===== src/rtl/pipeline_credit_sink.sv =====
// Credit-managed result sink for a fixed-latency, valid-only pipeline with an in-order result FIFO.
// Optional issue/return latency checker: define PIPELINE_CREDIT_SINK_LATENCY_CHECK_EN.
module pipeline_credit_sink #(
   parameter int DATA_WIDTH = 32,
   parameter int DEPTH      = 4,
   parameter int LATENCY    = 2
) (
   input  logic                         clk,
   input  logic                         rst,
   input  logic                         in_valid,
   input  logic [DATA_WIDTH-1:0]        in_data,
   output logic                         in_ready,
   output logic                         pipe_input_valid,
   output logic [DATA_WIDTH-1:0]        pipe_x,
   input  logic                         pipe_output_valid,
   input  logic [DATA_WIDTH-1:0]        pipe_out,
   output logic                         out_valid,
   output logic [DATA_WIDTH-1:0]        out_data,
   input  logic                         out_ready,
   output logic [$clog2(DEPTH+1)-1:0]   inflight,
   output logic                         proto_err,
   output logic                         latency_err
);
   localparam int CW = $clog2(DEPTH + 1);
   localparam int AW = $clog2(DEPTH);

   if (DEPTH < 2 || (DEPTH & (DEPTH - 1)) != 0 || LATENCY < 1) begin : g_bad_cfg
      $error("pipeline_credit_sink: DEPTH must be a power of two >= 2 and LATENCY >= 1");
   end

   logic [CW-1:0]         inflight_q, count_q;
   logic [AW-1:0]         wr_ptr, rd_ptr;
   logic [DATA_WIDTH-1:0] mem [DEPTH];
   logic                  issue, ret, pop, proto_err_q;

   // Credits are taken from registered state only, so in_ready never sees out_ready or returns.
   assign in_ready         = ({1'b0, inflight_q} + {1'b0, count_q}) < (CW + 1)'(DEPTH);
   assign issue            = in_valid & in_ready;
   assign pipe_input_valid = issue;
   assign pipe_x           = in_data;

   // A return with nothing outstanding is dropped rather than corrupting the FIFO.
   assign ret       = pipe_output_valid & (inflight_q != '0);
   assign out_valid = (count_q != '0);
   assign out_data  = mem[rd_ptr];
   assign pop       = out_valid & out_ready;
   assign inflight  = inflight_q;
   assign proto_err = proto_err_q;

   always_ff @(posedge clk or posedge rst) begin
      if (rst) begin
         inflight_q  <= '0;
         count_q     <= '0;
         wr_ptr      <= '0;
         rd_ptr      <= '0;
         proto_err_q <= 1'b0;
      end else begin
         case ({issue, ret})
            2'b10:   inflight_q <= inflight_q + CW'(1);
            2'b01:   inflight_q <= inflight_q - CW'(1);
            default: inflight_q <= inflight_q;
         endcase
         case ({ret, pop})
            2'b10:   count_q <= count_q + CW'(1);
            2'b01:   count_q <= count_q - CW'(1);
            default: count_q <= count_q;
         endcase
         if (ret) wr_ptr <= wr_ptr + AW'(1);
         if (pop) rd_ptr <= rd_ptr + AW'(1);
         if (pipe_output_valid && inflight_q == '0) proto_err_q <= 1'b1;
      end
   end

   always_ff @(posedge clk) begin
      if (ret) mem[wr_ptr] <= pipe_out;
   end

`ifdef PIPELINE_CREDIT_SINK_LATENCY_CHECK_EN
   logic [LATENCY:1] vld_pipe;
   logic [LATENCY:0] vld_nxt;
   logic             latency_err_q;

   assign vld_nxt     = {vld_pipe, issue};
   assign latency_err = latency_err_q;

   always_ff @(posedge clk or posedge rst) begin
      if (rst) begin
         vld_pipe      <= '0;
         latency_err_q <= 1'b0;
      end else begin
         vld_pipe <= vld_nxt[LATENCY-1:0];
         if (pipe_output_valid != vld_pipe[LATENCY]) latency_err_q <= 1'b1;
      end
   end
`else
   assign latency_err = 1'b0;
`endif

endmodule


===== config.mk =====
export PLATFORM = sky130hd
export DESIGN_NAME = pipeline_credit_sink
export DESIGN_NICKNAME = d
export VERILOG_FILES = /design/src/rtl/pipeline_credit_sink.sv
export SDC_FILE = /design/constraint.sdc
export NUM_CORES = 1
export LEC_CHECK = 0
export CAP_MARGIN = 25
export CORE_ASPECT_RATIO = 1.75
export CORE_MARGIN = 4
export CORE_UTILIZATION = 47
export CTS_BUF_LIST = sky130_fd_sc_hd__clkbuf_4
export DETAILED_ROUTE_END_ITERATION = 8
export PLACE_DENSITY = 0.77
export SETUP_SLACK_MARGIN = 0.1
export SYNTH_ARGS = -nofsm -noshare
export SYNTH_HDL_FRONTEND = slang
export SYNTH_SLANG_ARGS = --single-unit

===== constraint.sdc =====
create_clock -name clk -period 3.8 [get_ports clk]
set_input_delay 0.76 -clock clk [delete_from_list [all_inputs] [get_ports clk]]
set_output_delay 0.76 -clock clk [all_outputs]
set_load 0.05 [all_outputs]

==> reports/metrics.yaml <==
sta:
  hold_viol_final: 0
  min_period_ns: 3.53
  setup_viol: 0
  fmax_mhz: 284
  rsz0062_at_grt: "no"
  fin_crit_sh: 0.928
  finClkSkew_ns: 0.0124
  max_slew_margin: 0.621
  setup_tns_ns: 0
  worst_pin_slew_ns: 0.568
  drv_slew: 0
floorplan:
  core_region_area_um2: 11600
  die_y_um: 152
  rows: 52
  start_util: 0.481
  die_area_um2: 13800
  num_io_pins: 141
  die_w_um: 90.5
synth:
  synth_top_area_frac: 0.687
  ys_seq_area_frac: 0.736
  synth_seq_cells: 139
  post_synth_main_area_contributors: "edfxtp_1 69%, mux4_2 11%, dfrtp_1 4.9%"
  synth_nets: 341
  postSynthCellCount: 262
  yosys_warnings: 0
  synth_area_um2: 5600
  postSynthAreaPerCell_um2: 21.4
  yosys.area.top_type: "edfxtp_1"
  yosys.cell_types.count: 27
detailed_routing:
  drt-met1-wl_mm: 3.26
  routed-wl-met2_mm: 5.17
  routed.top_layer: "met4"
  vias: 2558
  drc: 0
  routed-wl-met3_um: 497
  routed_wirelength_mm: 9.26
  ant_nets: 0
  viasPerCell: 5.42
  wl_per_cell_um: 19.6
  drt-initial-drc-count: 114
  dr.pass1.iters: 4
setup_path:
  critPathRequiredTime_ns: 3.04
  cp-start-kind: "register"
  crit_fanout: 15
  cp.arrival_ns: 2.77
  critical_path_class: "register to primary output"
  worstSetupEndpointType: "primary output"
global_routing:
  antenna_found_initial: 1
  grt_max_degree: 34
  grt_pass1_wl_mm: 15.1
  grt_pass1_vias: 2851
  overflow: 0
  global_route.usage.total: 0.147
finish:
  area_growth_pct: 17.5
  most-common-layout-cells: "128 x edfxtp_1, 75 x clkdlybuf4s50_1, 28 x mux4_2"
  nNetsFinal: 402
  drive_gt1_frac: 0.217
  fin_util: 0.565
  final_common_cell: "edfxtp_1"
power_and_ir_drop:
  ir_worst_vdd_uv: 583
  total_power_w: 0.00587
  power.share.clock: 0.172
  switching_share: 0.390
  pwr-share-comb: 0.457
  power.internal_w: 0.00358
  p_seq_frac: 0.371
  powerDensity_nw_per_um2: 892
  p_sw_w: 0.00229
  leakagePower_nw: 2.25
worst_hold_path:
  hp-class: "register to register"
place:
  place.gp.congestion: 0.697
  io_buffers: 75
  dp_hpwl_mm: 6.16
flow_run:
  drv_cap: 0
clock_network:
  clkTransAtPathRegs_ns: 0.10
  cts_buffers: 17
  post_cts_buffers: 0
  cts_resized: 0
  cts.hold.buffers_added: 0
  clkSinkCount: 139
  cts_tree: "done"
  cts-root-buf: "clkbuf_4"
  htreeDepth: 4
  cts.path.max_buffers: 2
  worstSkewPairLatency_ns: 0.52
outcome:
  status: "complete, no violations"
## registers in the layout (all words and copies together), names as in the netlist
register   flops
count_q        3
inflight       3
mem          128
proto_err      1
rd_ptr         2
wr_ptr         2
## power groups by stage
| stage | logic [W] | clock network (W) | registers [W] |
|---|---|---|---|
| after global routing | 0.00284 | 0.00110 | 0.00222 |
| final | 0.00268 | 0.00101 | 0.00218 |
| after floorplan | 0.00201 | 0 | 0.00223 |
| after global placement | 0.00270 | 0 | 0.00220 |
| after CTS | 0.00273 | 0.00104 | 0.00218 |
| after detailed placement | 0.00272 | 0 | 0.00222 |
## synth_stat cells
cell type / n
fa_1: 2
nor2_1: 2
nor2b_1: 1
xnor2_1: 4
ha_1: 8
mux2_4: 1
xor2_1: 5
inv_1: 10
nor3_2: 1
clkbuf_1: 1
and3_1: 1
buf_12: 3
a21o_1: 1
or3_1: 1
mux4_2: 28
buf_2: 4
buf_6: 1
nor4_2: 1
nand2_1: 2
mux4_1: 4
dfrtp_1: 11
mux2i_1: 2
conb_1: 1
edfxtp_1: 128
o31a_1: 1
and2_1: 5
buf_4: 33
## worst paths after layout
| path | start | to | slack (ns) | cells after the start |
|---|---|---|---|---|
| worst min register to register | proto_err$_DFFE_PP0P_ | proto_err$_DFFE_PP0P_ | 0.49 | 1 |
| max in group asynchronous | rst | rd_ptr[0]$_DFFE_PP0P_ | 2.93 | 2 |
| worst max register to register | inflight[0]$_DFFE_PP0P_ | mem[3][31]$_DFFE_PP_ | 1.57 | 4 |
| min in group asynchronous | rst | inflight[2]$_DFFE_PP0P_ | 0.54 | 2 |
| worst min-delay path | proto_err$_DFFE_PP0P_ | proto_err$_DFFE_PP0P_ | 0.49 | 1 |
| worst max-delay path | rd_ptr[0]$_DFFE_PP0P_ | out_data[28] | 0.27 | 3 |
## cell families after synthesis
family	count (synthesis)	synth area share
flip-flops	139	0.736
buffers and inverters	52	0.0680
multiplexers	35	0.138
AND/OR/NAND/NOR	14	0.0157
adder cells (fa/ha/maj)	10	0.0250
XOR/XNOR	9	0.0141
AO/OA/AOI/OAI	2	0.00291
other	1	0.000670
## metal layers
metal	track usage	vias up
met5	0	-
met2	0.252	80
met1	0.153	1314
met3	0.0539	32
li1	-	1132
met4	0.0862	0
## worst max-delay path, cell delays in order, from the launching register on
cell             delay (ns)
dfrtp_2                0.59
buf_4                  0.37
mux4_2                 0.54
clkdlybuf4s50_1        0.74
## through the flow
stage,instances,worst slack [ns],hold WS [ns],instance area [µm²]
floorplan,262,0.415,0.480,5600
global placement,439,0.769,0.452,6260
detailed placement,439,0.761,0.469,6260
CTS,471,0.172,0.498,6570
global route,472,0.0985,0.529,6580
finish,472,0.275,0.491,6580
## final cells by class
class / count / area [µm²]
Tap cell: 135 / 169
Sequential cell: 139 / 4120
Multi-Input combinational cell: 71 / 1100
Clock buffer: 18 / 135
Inverter: 10 / 37.5
Timing Repair Buffer: 84 / 831
Antenna cell: 1 / 2.50
Fill cell: 875 / 5070
Clock inverter: 14 / 178
(Power assumes the default switching activity.)
